**config.mk**
```make
export PLATFORM = sky130hd
export DESIGN_NAME = video_timing_decoder
export DESIGN_NICKNAME = d
export VERILOG_FILES = /design/src/rtl/video_timing_decoder.sv
export SDC_FILE = /design/constraint.sdc
export NUM_CORES = 1
export LEC_CHECK = 0
export CORE_ASPECT_RATIO = 0.6
export CORE_UTILIZATION = 33
export CTS_CLUSTER_DIAMETER = 60
export DETAILED_ROUTE_END_ITERATION = 16
export HOLD_SLACK_MARGIN = 0.08
export SYNTH_ARGS = -nofsm -noshare
export SYNTH_HDL_FRONTEND = slang
export SYNTH_SLANG_ARGS = --single-unit
```
**constraint.sdc**
```tcl
create_clock -name clk -period 3.75 [get_ports clk]
set_clock_uncertainty 0.1 [all_clocks]
set_input_delay 0.75 -clock clk [delete_from_list [all_inputs] [get_ports clk]]
set_output_delay 0.75 -clock clk [all_outputs]
set_load 0.01 [all_outputs]
```
**src/rtl/video_timing_decoder.sv**
```systemverilog
// rtl/video_timing_decoder.sv - recovers pixel coordinates, raster geometry and lock from a sync/DE video stream
module video_timing_decoder #(
    parameter int LOCK_FRAMES = 2
) (
    input  logic       clk,
    input  logic       reset_n,
    input  logic       ce_pix,
    input  logic       hs,
    input  logic       vs,
    input  logic       de,
    output logic       pix_valid,
    output logic [9:0] x,
    output logic [9:0] y,
    output logic       new_frame,
    output logic [9:0] h_total,
    output logic [9:0] v_total,
    output logic [9:0] active_w,
    output logic [9:0] active_h,
    output logic       locked
);

    localparam logic [9:0] CNT_MAX = 10'd1023;
    localparam logic [3:0] LOCK_N  = 4'(LOCK_FRAMES);

    logic        hs_d, vs_d, de_d;
    logic [9:0]  hcnt, vlines, xcnt, actline;
    logic [3:0]  stable_cnt;
    logic        mismatch;

    logic        hs_rise, vs_rise, de_rise, de_fall;
    logic [10:0] line_len;
    logic        line_mis, hcnt_sat, frame_stable;
    logic [9:0]  vlines_inc, actline_inc, x_idx;
    logic [3:0]  stable_inc;

    always_comb begin
        hs_rise      = hs & ~hs_d;
        vs_rise      = vs & ~vs_d;
        de_rise      = de & ~de_d;
        de_fall      = ~de & de_d;
        // hcnt tops out at 1023, so a line length of 1024 means "no HS seen"
        line_len     = {1'b0, hcnt} + 11'd1;
        line_mis     = hs_rise && (h_total != 10'd0) && (line_len != {1'b0, h_total});
        hcnt_sat     = !hs_rise && (hcnt >= CNT_MAX - 10'd1);
        vlines_inc   = (hs_rise && vlines != CNT_MAX) ? vlines + 10'd1 : vlines;
        actline_inc  = de_fall ? actline + 10'd1 : actline;
        x_idx        = de_rise ? 10'd0 : xcnt;
        frame_stable = (v_total != 10'd0) && (vlines_inc == v_total) && !(mismatch || line_mis);
        stable_inc   = (stable_cnt == LOCK_N) ? stable_cnt : stable_cnt + 4'd1;
    end

    always_ff @(posedge clk or negedge reset_n) begin
        if (!reset_n) begin
            hs_d       <= 1'b0;
            vs_d       <= 1'b0;
            de_d       <= 1'b0;
            hcnt       <= '0;
            vlines     <= '0;
            xcnt       <= '0;
            actline    <= '0;
            stable_cnt <= '0;
            mismatch   <= 1'b0;
            pix_valid  <= 1'b0;
            x          <= '0;
            y          <= '0;
            new_frame  <= 1'b0;
            h_total    <= '0;
            v_total    <= '0;
            active_w   <= '0;
            active_h   <= '0;
            locked     <= 1'b0;
        end else begin
            pix_valid <= 1'b0;
            new_frame <= 1'b0;
            if (ce_pix) begin
                hs_d      <= hs;
                vs_d      <= vs;
                de_d      <= de;
                pix_valid <= de;
                new_frame <= vs_rise;

                if (hs_rise) begin
                    hcnt    <= '0;
                    h_total <= line_len[10] ? CNT_MAX : line_len[9:0];
                end else if (hcnt != CNT_MAX) begin
                    hcnt <= hcnt + 10'd1;
                end
                vlines <= vlines_inc;
                if (line_mis) begin
                    mismatch <= 1'b1;
                    locked   <= 1'b0;
                end

                if (de) begin
                    x    <= x_idx;
                    y    <= actline;
                    xcnt <= x_idx + 10'd1;
                end
                if (de_fall)
                    active_w <= xcnt;
                actline <= actline_inc;

                // frame close: a same-tick HS rise and DE fall already belong to this frame
                if (vs_rise) begin
                    v_total  <= vlines_inc;
                    vlines   <= '0;
                    active_h <= actline_inc;
                    actline  <= '0;
                    xcnt     <= '0;
                    mismatch <= 1'b0;
                    if (frame_stable) begin
                        stable_cnt <= stable_inc;
                        if (stable_inc == LOCK_N)
                            locked <= 1'b1;
                    end else begin
                        stable_cnt <= '0;
                        locked     <= 1'b0;
                    end
                end

                if (hcnt_sat) begin
                    locked     <= 1'b0;
                    stable_cnt <= '0;
                end
            end
        end
    end

endmodule

```
==> results.sh <==
export IMPL_status="finished clean"
export IMPL_power_switching_w=0.0008744
export IMPL_r2r_setup_slack_ns=0.30
export IMPL_clkTransAtPathRegs_ns=0.07
export IMPL_slowest_stage="dfrtp_1"
export IMPL_clock_power_share_pct=31.4
export IMPL_vdd_drop_max_mv=0.2239
export IMPL_cts_buffer_depth=2
export IMPL_powerDensity_nw_per_um2=403.6
export IMPL_hold_path_class="in2async"
export IMPL_rsz0062_at_grt="false"
export IMPL_worstSetupPathType="reg2reg"
export IMPL_tightest_slew_ns=0.7888
export IMPL_io_pins=69
export IMPL_cp_cell_sequence="ha_1 > nand3_4 > or3_1 > o211a_1 > a2111oi_4 > a31oi_1 > a2111o_1 > a2111oi_2 > a21o_1"
export IMPL_hold_violations=0
export IMPL_cp_data_arrival_time_ns=3.64
export IMPL_ctsHoldBuffers=0
export IMPL_post_place_ws_ns=0.1127
export IMPL_synth_most_common_cell="dfrtp_1"
export IMPL_yosysWarnings=0
export IMPL_cts_resized=0
export IMPL_finalNetCount=709
export IMPL_yosysTopAreaCell="dfrtp_1"
export IMPL_crit_path_end_kind="flop"
export IMPL_maxCapViolCount=0
export IMPL_slowest_delay_ns=0.50
export IMPL_die_area_um2=18540
export IMPL_start_kind="flop"
export IMPL_ctsHtreeMaxLevel=3
export IMPL_synth_flop_cell="dfrtp_1"
export IMPL_gp_congestion=0.8688
export IMPL_core_um2=17360
export IMPL_synth_seq_cells=111
export IMPL_synth_area_leaders="dfrtp_1, o21ai_0, nand2_1, mux2_2, xnor2_1"
export IMPL_io_buffers=68
export IMPL_rows=37
export IMPL_setup_ws_ns=0.2985
export IMPL_synth_seq_area_share_pct=46.81
export IMPL_cts_sinks=111
export IMPL_p_int_w=0.002014
export IMPL_numCtsBuffers=9
export IMPL_drive_above_1_share_pct=9.700
export IMPL_worstPathRequired_ns=3.94
export IMPL_routed_via_density=5.386
export IMPL_fin_setup_tns_ns=0
export IMPL_grt_pass1_wl_um=26350
export IMPL_synth_edf_count=0
export IMPL_leakagePower_nw=2.965
export IMPL_power_frac_seq_pct=48.8
export IMPL_synth_area_um2=5934
export IMPL_track_usage_pct=18.04
export IMPL_timing_slew_headroom_pct=47.06
export IMPL_slew_viol_final=0
export IMPL_synth_top_area_share_pct=46.81
export IMPL_root_buffer="clkbuf_16"
export IMPL_synth_distinct_cells=63
export IMPL_initial_core_util_pct=34.18
export IMPL_path_max_fanout=9
export IMPL_drc=0
export IMPL_drt_total_wl_um=16180
export IMPL_synthArstFlopShare_pct=100.0
export IMPL_antenna_cells=0
export IMPL_via_count=5036
export IMPL_syn_mean_instance_area_um2=9.287
export IMPL_syn_nets=652
export IMPL_cts_tree="done"
export IMPL_grt_ovfl_total=0
export IMPL_syn_inst=639
export IMPL_switching_share_pct=30.27
export IMPL_dieWidth_um=175.1
export IMPL_r2r_start="hcnt[0]$_DFFE_PN0P_"
export IMPL_grt_pass1_vias=4746
export IMPL_antenna_found_initial=0
export IMPL_wl_per_cell_um=17.30
export IMPL_dpl_hpwl_um=11720
export IMPL_die_h_um=105.9
export IMPL_fmax_mhz=289.7
export IMPL_clk_latency_ns=0.35
export IMPL_grt_max_degree=58
export IMPL_area_growth_pct=20.60
export IMPL_drtIter0Drc=493
export IMPL_setup_viol=0
export IMPL_finalCriticalPeriod_ns=3.451
export IMPL_ant_nets=0
export IMPL_cp_startpoint="hcnt[0]$_DFFE_PN0P_"
export IMPL_combPwrFrac_pct=19.8
export IMPL_timing_final_crit_share_pct=92.04
export IMPL_dr_pass1_iters=5
export IMPL_postCtsSetupBuffers=0
export IMPL_ys_top_cells_by_count="dfrtp_1, nand2_1, o21ai_0"
export IMPL_rr_worst_depth=9
export IMPL_worst_r2r_endpoint="stable_cnt[2]$_DFFE_PN0P_"
==> stage by stage <==
step	std cells	total power, W	utilization, %	hold slack, ns	cell area, um^2
6_report	935	0.002888	41.23	0.3560	7157
3_5_place_dp	919	0.002003	39.65	0.3761	6884
2_1_floorplan	639	0.001740	-	0.3544	5934
4_1_cts	935	0.002923	41.23	0.3957	7157
5_1_grt	935	0.003047	41.23	0.4142	7157
3_3_place_gp	919	0.001991	39.65	0.3722	6884
==> worst max path at each step <==
stage	end	slack (ns)	cells after the start
3_5_place_dp	stable_cnt[2]$_DFFE_PN0P_	0.11	9
2_1_floorplan	stable_cnt[2]$_DFFE_PN0P_	0.79	10
5_1_grt	stable_cnt[3]$_DFFE_PN0P_	0.14	9
4_1_cts	stable_cnt[2]$_DFFE_PN0P_	0.30	9
3_3_place_gp	stable_cnt[3]$_DFFE_PN0P_	0.23	9
6_report	stable_cnt[2]$_DFFE_PN0P_	0.30	9
==> power by group through the flow <==
stage	combinational, W	sequential (W)	clock [W]
2_1_floorplan	0.000330	0.00141	0
3_3_place_gp	0.000562	0.00143	0
3_5_place_dp	0.000570	0.00143	0
4_1_cts	0.000573	0.00141	0.000940
5_1_grt	0.000629	0.00143	0.000990
6_report	0.000571	0.00141	0.000907
==> cell usage in the layout, fill, tap and decap left out, types with 3 or more instances in the layout <==
cell type / Yosys / layout
ha_1: 7 / 7
and4_1: 4 / 4
o41ai_1: 4 / 4
o31ai_1: 13 / 13
o22ai_1: 3 / 3
xor2_1: 14 / 14
or2_2: 5 / 5
nor4_1: 3 / 3
nand2_1: 96 / 96
and3_1: 15 / 15
or4_1: 4 / 4
inv_1: 11 / 11
o2111ai_1: 3 / 3
nand3b_1: 5 / 5
nand2b_1: 9 / 9
a22o_1: 6 / 6
and2_1: 4 / 4
dfrtp_1: 111 / 111
or3_1: 4 / 4
a31oi_1: 10 / 10
nand4_1: 8 / 8
clkbuf_16: 0 / 9
nand3_1: 16 / 16
a21o_1: 4 / 4
nor2b_1: 6 / 6
buf_4: 1 / 17
a32o_1: 6 / 6
nor3_1: 12 / 12
clkdlybuf4s50_1: 0 / 67
xnor2_1: 20 / 20
mux2_2: 23 / 23
a21oi_1: 21 / 21
nor2_1: 35 / 35
o21ai_0: 83 / 83
==> per-layer routing <==
layer	GRT usage (%)	vias to the layer above	wire [um]	part of all wire, %
li1	-	2405	-	-
met3	3.788	17	887	5.5
met1	28.48	2469	8417	52
met4	2.733	0	113	0.70
met2	25.11	145	6757	42
met5	0	-	0	0
==> sequential cells by signal, indices dropped and copies added (netlist names) <==
| name | count |
|---|---|
| locked | 1 |
| active_w | 10 |
| y | 10 |
| v_total | 10 |
| active_h | 10 |
| hcnt | 10 |
| x | 10 |
| hs_d | 1 |
| xcnt | 10 |
| vlines | 10 |
| vs_d | 1 |
| new_frame | 1 |
| pix_valid | 1 |
| h_total | 10 |
| actline | 10 |
| de_d | 1 |
| mismatch | 1 |
| stable_cnt | 4 |
==> critical path: cells and delay by family (launching register included) <==
family                   cells  cell delay (ns)
AO/OA/AOI/OAI                6             1.83
adder cells (fa/ha/maj)      1             0.38
flip-flops                   1             0.50
AND/OR/NAND/NOR              2             0.58
==> kinds of logic after synthesis <==
group           synth area share (%)
simple gates                   19.48
compound gates                 19.10
flops                          46.81
buf+inv                        3.415
xor+xnor                       5.018
mux                            4.702
fa+ha+maj                      1.476
==> layout make-up <==
cell class / instances / area (um^2)
well taps: 234 / 292.8
fillers: 1688 / 10200
flip-flops and latches: 111 / 2778
clock inverters: 6 / 43.79
inverters: 11 / 41.29
clock buffers: 10 / 229.0
repair buffers: 85 / 818.3
multi-input cells: 478 / 2954
No activity file was read; power rests on OpenSTA's default activity.
